===== src/rtl/pc_seq_pkg.sv =====
// Shared types and constants for the PC fetch sequencer.
// Holds the fetch FSM state encoding and the default reset/trap vectors.
package pc_seq_pkg;

  typedef enum logic [1:0] {
    ST_IDLE = 2'd0,
    ST_REQ  = 2'd1,
    ST_WAIT = 2'd2,
    ST_HOLD = 2'd3
  } state_t;

  localparam logic [31:0] RESET_VECTOR_DEF = 32'h8000_0000;
  localparam logic [31:0] TRAP_VECTOR_DEF  = 32'h8000_0100;
  localparam logic [31:0] INSTR_BYTES      = 32'd4;

endpackage


===== src/rtl/pc_next_sel.sv =====
// Next-PC selection: sequential pc+4, redirect target, or trap vector.
// Flags redirect targets that are not word aligned.
module pc_next_sel
  import pc_seq_pkg::*;
#(
  parameter logic [31:0] TRAP_VECTOR = TRAP_VECTOR_DEF
) (
  input  logic [31:0] pc,
  input  logic        redirect_valid,
  input  logic [31:0] redirect_target,
  output logic [31:0] next_pc,
  output logic        misalign
);

  always_comb begin
    misalign = redirect_valid && (redirect_target[1:0] != 2'b00);
    if (!redirect_valid) begin
      next_pc = pc + INSTR_BYTES;
    end else if (misalign) begin
      next_pc = TRAP_VECTOR;
    end else begin
      next_pc = redirect_target;
    end
  end

endmodule


===== src/rtl/pc_fetch_sequencer.sv =====
// Architectural PC owner and single-outstanding instruction fetch sequencer.
// Requests from imem, holds the fetched word for decode, and applies redirects.
module pc_fetch_sequencer
  import pc_seq_pkg::*;
#(
  parameter logic [31:0] RESET_VECTOR = RESET_VECTOR_DEF,
  parameter logic [31:0] TRAP_VECTOR  = TRAP_VECTOR_DEF
) (
  input  logic        clk,
  input  logic        reset,
  output logic        imem_req_valid,
  input  logic        imem_req_ready,
  output logic [31:0] imem_req_addr,
  input  logic        imem_rsp_valid,
  input  logic [31:0] imem_rsp_data,
  output logic        if_valid,
  input  logic        if_ready,
  output logic [31:0] if_pc,
  output logic [31:0] if_instr,
  input  logic        redirect_valid,
  input  logic [31:0] redirect_target,
  output logic        misalign_trap,
  output logic [31:0] misalign_tval
);

  state_t      state;
  logic [31:0] pc;
  logic        kill;
  logic [31:0] next_pc;
  logic        misalign;

  pc_next_sel #(
    .TRAP_VECTOR(TRAP_VECTOR)
  ) u_next_sel (
    .pc             (pc),
    .redirect_valid (redirect_valid),
    .redirect_target(redirect_target),
    .next_pc        (next_pc),
    .misalign       (misalign)
  );

  assign imem_req_addr = pc;
  assign if_pc         = pc;

  always_ff @(posedge clk or posedge reset) begin
    if (reset) begin
      state          <= ST_IDLE;
      pc             <= RESET_VECTOR;
      kill           <= 1'b0;
      imem_req_valid <= 1'b0;
      if_valid       <= 1'b0;
      if_instr       <= 32'h0;
      misalign_trap  <= 1'b0;
      misalign_tval  <= 32'h0;
    end else begin
      misalign_trap <= misalign;
      if (misalign) begin
        misalign_tval <= redirect_target;
      end

      case (state)
        ST_IDLE: begin
          state          <= ST_REQ;
          imem_req_valid <= 1'b1;
          if (redirect_valid) begin
            pc <= next_pc;
          end
        end

        ST_REQ: begin
          if (imem_req_ready) begin
            state          <= ST_WAIT;
            imem_req_valid <= 1'b0;
            // request already in flight: its response must be discarded
            if (redirect_valid) begin
              pc   <= next_pc;
              kill <= 1'b1;
            end
          end else if (redirect_valid) begin
            pc <= next_pc;
          end
        end

        ST_WAIT: begin
          if (imem_rsp_valid) begin
            kill <= 1'b0;
            if (redirect_valid || kill) begin
              if (redirect_valid) begin
                pc <= next_pc;
              end
              state          <= ST_REQ;
              imem_req_valid <= 1'b1;
            end else begin
              if_instr <= imem_rsp_data;
              if_valid <= 1'b1;
              state    <= ST_HOLD;
            end
          end else if (redirect_valid) begin
            pc   <= next_pc;
            kill <= 1'b1;
          end
        end

        ST_HOLD: begin
          // redirect wins over the decode handshake; next_pc already reflects that
          if (redirect_valid || if_ready) begin
            pc             <= next_pc;
            if_valid       <= 1'b0;
            state          <= ST_REQ;
            imem_req_valid <= 1'b1;
          end
        end

        default: begin
          state          <= ST_IDLE;
          imem_req_valid <= 1'b0;
          if_valid       <= 1'b0;
        end
      endcase
    end
  end

endmodule


===== config.mk =====
export PLATFORM = sky130hd
export DESIGN_NAME = pc_fetch_sequencer
export DESIGN_NICKNAME = d
export VERILOG_FILES = /design/src/rtl/pc_seq_pkg.sv /design/src/rtl/pc_next_sel.sv /design/src/rtl/pc_fetch_sequencer.sv
export SDC_FILE = /design/constraint.sdc
export NUM_CORES = 1
export LEC_CHECK = 0
export CAP_MARGIN = 20
export CELL_PAD_IN_SITES_DETAIL_PLACEMENT = 1
export CELL_PAD_IN_SITES_GLOBAL_PLACEMENT = 1
export CORE_UTILIZATION = 33
export CTS_CLUSTER_DIAMETER = 50
export DETAILED_ROUTE_END_ITERATION = 12
export GPL_ROUTABILITY_DRIVEN = 0
export MAX_ROUTING_LAYER = met4
export PLACE_DENSITY = 0.89
export SLEW_MARGIN = 30
export SYNTH_ARGS = -nofsm -noshare
export SYNTH_HDL_FRONTEND = slang
export SYNTH_SLANG_ARGS = --single-unit

===== constraint.sdc =====
create_clock -name clk -period 3.4 [get_ports clk]
set_input_delay 0.51 -clock clk [delete_from_list [all_inputs] [get_ports clk]]
set_output_delay 0.51 -clock clk [all_outputs]
set_load 0.1 [all_outputs]

## Word-level counts from Yosys, hierarchy flattened

Index checks and enable logic that the tools add are counted.

| word-level totals | value |
|---|---|
| bits in registers | 102 |
| input bits | 70 |
| output and inout bits | 131 |
| logic and storage cells | 58 |

| cells by class | value |
|---|---|
| add/subtract/negate cells | 1 |
| equality and inequality tests | 9 |
| multiplexer cells | 25 |
| bitwise gates (word level) | 1 |
| reduce and logical (&&, ||, !) cells | 14 |

Operators with widths:

| kind | number |
|---|---|
| $mux 32 | 6 |
| $pmux 32 s3 | 1 |
| $add 32x3->32 const B | 1 |
| $mux 1 | 10 |
| $ne 2x2->1 const B | 5 |
| $mux 2 | 4 |
| $pmux 2 s4 | 1 |
| $reduce_and 4->1 | 2 |
| $reduce_and 3->1 | 2 |
| $reduce_bool 2->1 | 3 |
| $eq 2x2->1 const B | 2 |
| $pmux 1 s2 | 2 |
| $pmux 1 s4 | 1 |
| $reduce_and 2->1 | 2 |
| $ne 3x3->1 const B | 1 |
| $eq 2x1->1 const B | 1 |
| $logic_not 2->1 | 1 |
| $logic_or 1x1->1 | 2 |
| $reduce_or 2->1 | 1 |
| $logic_and 1x1->1 | 1 |
| $not 1->1 | 1 |

## Logic depth before layout (Yosys ltp)

| depth | value |
|---|---|
| depth in word-level cells | 8 |
| gate-level depth with buffers | 8 |
| depth with buffers taken out | 7 |

## By module

From an unflattened synthesis, not the netlist that was laid out.

| second synthesis, totals | value |
|---|---|
| cells, all modules | 453 |
| area total of the unflattened synthesis | 5506.5 um2 |

Modules (own cells, without submodules):

| module | instances | cells each | area each (um2) | sequential area each (um2) |
|---|---|---|---|---|
| pc_fetch_sequencer | 1 | 273 | 4370.4 | 2553.7 |
| pc_next_sel | 1 | 180 | 1136.1 | 0.0 |

## Least setup slack after synthesis

OpenSTA, ideal clock, no wires.

| timing | value |
|---|---|
| path type | reg-to-reg |
| start point | reg pc[4], in the netlist if_pc[4] |
| end point | reg pc[25], in the netlist if_pc[25] |
| setup time | 0.122 ns |
| arrival | 2.400 ns |
| data required time | 3.278 ns |
| path slack | 0.878 ns |
| cell stages (with the launch flop) | 7 |
| buffers on the path | 1 |
| clock period less this slack | 2.522 ns |
| path through | dfrtp_1 -> nand3_1 -> or3_1 -> buf_2 -> nor4_4 -> mux2i_1 -> nand2_1 |

| on the way | value |
|---|---|
| cells in the longest elaborated chain, start to end | 6 |
| elaborated cells on any way between the ends | 7 |
| classes of those cells | add/sub (1); mux (6) |

RTL lines:

| element | line | text |
|---|---|---|
| start, declared | pc_fetch_sequencer.sv:27 | `logic [31:0] pc;` |
| start signal, assigned | pc_fetch_sequencer.sv:66 | `pc <= next_pc;` |
| start signal, assigned | pc_fetch_sequencer.sv:76 | `pc <= next_pc;` |
| start signal, assigned | pc_fetch_sequencer.sv:80 | `pc <= next_pc;` |
| $add 32x3->32 * | pc_next_sel.sv:18 | `next_pc = pc + INSTR_BYTES;` |
| $mux 32 * | pc_next_sel.sv:17 | `if (!redirect_valid) begin` |
| $mux 32 | - |  |
| $mux 32 | pc_fetch_sequencer.sv:87 | `if (redirect_valid \|\| kill) begin` |
| $mux 32 | pc_fetch_sequencer.sv:85 | `if (imem_rsp_valid) begin` |
| $pmux 32 s3 * | pc_fetch_sequencer.sv:61 | `case (state)` |

Every way passes the cells marked *; elsewhere a longest branch is shown, timed or not. The select of a mux whose other input is x is not followed.
A chain may end at the register's enable or synchronous reset.

## Final worst setup path

| timing | value |
|---|---|
| start point | reg pc[13], in the netlist if_pc[13] |
| end point | out if_pc[13] |

RTL lines:

| element | line | text |
|---|---|---|
| end, declared | pc_fetch_sequencer.sv:18 | `output logic [31:0] if_pc,` |

No word-level cell between the ends.

==> qor.txt <==
===============================================================================================
Number of fill cells .............................................................        1,532
Gate Count Post-Synth ............................................................          441
Post-route setup slack ...........................................................    0.8268 ns
Leading register cell type out of synthesis ......................................      dfrtp_1
Combinational power share ........................................................        53.6%
Initial antenna violation count ..................................................            0
Number of H-tree levels ..........................................................            3
FF-to-FF setup slack .............................................................      1.36 ns
Nets in the synthesized netlist ..................................................          515
Proportion of layout cells with a drive suffix above 1 ...........................       15.31%
CP max stage cell ................................................................ clkdlybuf4s50_1
Number of setup buffers added after CTS ..........................................            0
Total of endpoints with negative setup slack in the final report .................            0
Number of detailed-routing iterations run before antenna repair ..................            4
Clk sink count ...................................................................          102
Yosys warning total ..............................................................            0
Top cells by area, synth ......................................................... dfrtp_1 (51%), mux2_2 (11%), buf_4 (4.9%)
CP required ......................................................................      2.89 ns
Critical Path Fanout Max .........................................................            8
Die Area ......................................................................... 15,370 sq um
Post-place setup slack ...........................................................     1.055 ns
Number of buffer and inverter instances along the worst setup path ...............            1
Synth top area share .............................................................       51.49%
Post-synth top area cell .........................................................      dfrtp_1
Delay contributed by the slowest stage of the critical path ......................      1.20 ns
Worst vdd ir .....................................................................  0.0005868 V
Last element of the critical path ................................................    if_pc[13]
Worst reg2reg startpoint .........................................................     if_pc[7]
Count of input and output buffers ................................................          200
Share of the clock period used by the worst path after layout ....................       75.68%
Maximum buffer depth of the clock tree ...........................................            2
Wire length of the first global-routing pass .....................................    22,890 um
Crit-path leading delay family ................................................... buffers and inverters
Clock network power share ........................................................        18.4%
Critical path, cell by cell ...................................................... clkdlybuf4s50_1
# IOs ............................................................................          201
Aggregate routed wire length .....................................................    14,530 um
Sort of element at the start of the critical path ................................    flip-flop
Number of flops mapped to enable cells by yosys ..................................            0
Worst flop-to-flop path endpoint .................................................    if_pc[27]
Kind of end point of the critical path ...........................................  output port
Via count ........................................................................        4,038
Fraction of power spent switching nets ...........................................       51.84%
Final slew viol count ............................................................            0
Initial drt markers ..............................................................          155
Static leakage ...................................................................  0.002960 uW
Via count of the first global-routing pass .......................................        4,327
Sequential cell area in the final layout .........................................   2554 sq um
Number of buffers added to fix hold violations after cts .........................            0
Antenna diodes ...................................................................            0
Final HPWL from detailed placement ...............................................    10,960 um
Clock insertion delay at the later pin of the skew report ........................      0.35 ns
Internal power component .........................................................      2897 uW
PD cells ......................................................................... 837.0 nW/um^2
Chip height ......................................................................     124.0 um
Area of the mapped netlist .......................................................   4908 sq um
Initial standard-cell utilization of the core ....................................       33.77%
Highest achievable clock rate ....................................................    388.6 MHz
Portion of total power attributed to sequential cells ............................        27.9%
Wire per inst ....................................................................     18.21 um
Number of cells on the worst reg-to-reg path .....................................            5
Chip Width .......................................................................     124.0 um
CTS Root Cell ....................................................................    clkbuf_16
NetSw ............................................................................      3119 uW
Remaining antenna violation count ................................................            0
Result of the run ................................................................ finished, final reports clean
Most repeated cell in the gate-level netlist after synthesis .....................      dfrtp_1
Multi-input gate area in the final layout ........................................   2033 sq um
Path class of the lowest-slack min-delay path ....................................   reg -> reg
Standard-cell row count ..........................................................           44
Final core utilization ...........................................................       49.46%
Worst-case headroom to the max-slew limit ........................................       33.46%
Number of design rule violations left after detail routing .......................            0
Cell types with the highest counts after synthesis ............................... dfrtp_1 (101), mux2_2 (50), nand2_1 (50), buf_4 (32), o21ai_0 (21)
Clock input transition at the sequential cells of the worst setup and hold paths .      0.07 ns
RSZ-0062 raised after global routing .............................................           no
Net count, final .................................................................          683
Synth-to-Final Area Change .......................................................       46.44%
Logic depth of the worst path, buffers included ..................................            1
Vias per std cell ................................................................        5.060
Crit path kind ...................................................................   reg -> out
Min Tclk post-route ..............................................................     2.573 ns
# resized after CTS ..............................................................            0
Critical Path AT .................................................................      2.06 ns
Count of final hold-check violations .............................................            0
TritonCTS clock tree .............................................................         done
Post-synthesis sequential area ratio .............................................       52.03%
Average size of a mapped cell ....................................................  11.13 sq um
Total routing usage reported by global routing ...................................       20.36%
Synth unique cells ...............................................................           51
Fraction of registers with async set/reset .......................................       100.0%
Total negative setup slack .......................................................         0 ns
Maximum number of pins on one net before global-route repair .....................           49
Launching instance or port of the critical path ..................................    if_pc[13]
Core area ........................................................................ 14,530 sq um
Max Cap Viol .....................................................................            0
Global route overflow ............................................................            0
Total Power Consumption ..........................................................      6017 uW
Number of storage elements in the synthesis netlist ..............................          102
Largest clock skew in the final design ...........................................  0.005855 ns
Number of buffers created by CTS .................................................            9
Transition time of the tightest slew-check pin ...................................    0.9950 ns
===============================================================================================
## cell usage in the layout, fill, tap and decap left out, types with 11 or more instances in the layout
cell type,n
nor2_1,12
mux2_1,11
mux2_2,50
nand3_1,11
o21ai_0,21
buf_4,17
clkdlybuf4s50_1,186
dfrtp_1,101
a21oi_1,11
nand2_1,50
## power by group through the flow
stage / clock network [uW] / registers [uW] / logic [uW]
after detailed placement: 0 / 1700 / 3240
after global routing: 1190 / 1720 / 3330
after floorplan: 0 / 3530 / 606
final: 1110 / 1680 / 3230
after global placement: 0 / 1670 / 3200
after CTS: 1150 / 1680 / 3250
## worst min path at each step
stage / startpoint / to / slack, ns / cells after the start
5_1_grt: if_instr[6] / if_instr[6] / 0.52 / 1
3_5_place_dp: if_instr[27] / if_instr[27] / 0.48 / 1
3_3_place_gp: if_instr[23] / if_instr[23] / 0.47 / 1
6_report: if_instr[20] / if_instr[20] / 0.49 / 1
2_1_floorplan: state[0] / state[0] / 0.50 / 2
4_1_cts: if_instr[20] / if_instr[20] / 0.49 / 1
## layer usage
metal,part of all wire (%),routed length (um),GRT usage (%)
met1,42,6078,24.68
met2,51,7428,33.75
met3,5.5,797,3.892
met4,1.5,224,7.440
met5,0,0,-
## area by class of cell
class | instances | area share (%)
clock buffers | 11 | 3.238
clock inverters | 5 | 1.166
inverters | 10 | 0.5570
multi-input cells | 281 | 28.29
flip-flops and latches | 102 | 35.53
well taps | 184 | 3.203
repair buffers | 205 | 28.02
## registers in the layout (all words and copies together) (netlist names)
register and flops:
if_instr 32, if_pc 32, misalign_tval 32, state 2, if_valid 1, imem_req_valid 1, kill 1, misalign_trap 1
## logic make-up (layout without fill, tap and decap cells)
family | Yosys count | after routing | synth area share [%]
xor+xnor | 16 | 16 | 2.855
fa+ha+maj | 4 | 4 | 1.020
compound gates | 65 | 65 | 8.285
buf+inv | 58 | 231 | 6.984
mux | 67 | 67 | 15.22
simple gates | 129 | 129 | 13.61
flops | 102 | 102 | 52.03
## through the flow
stage	hold slack, ns	cells	instance area, sq um
floorplan	0.4989	441	4908
global placement	0.4680	782	6872
detailed placement	0.4781	782	6872
CTS	0.4947	798	7188
global route	0.5223	798	7188
finish	0.4927	798	7188
(Power assumes the default switching activity.)
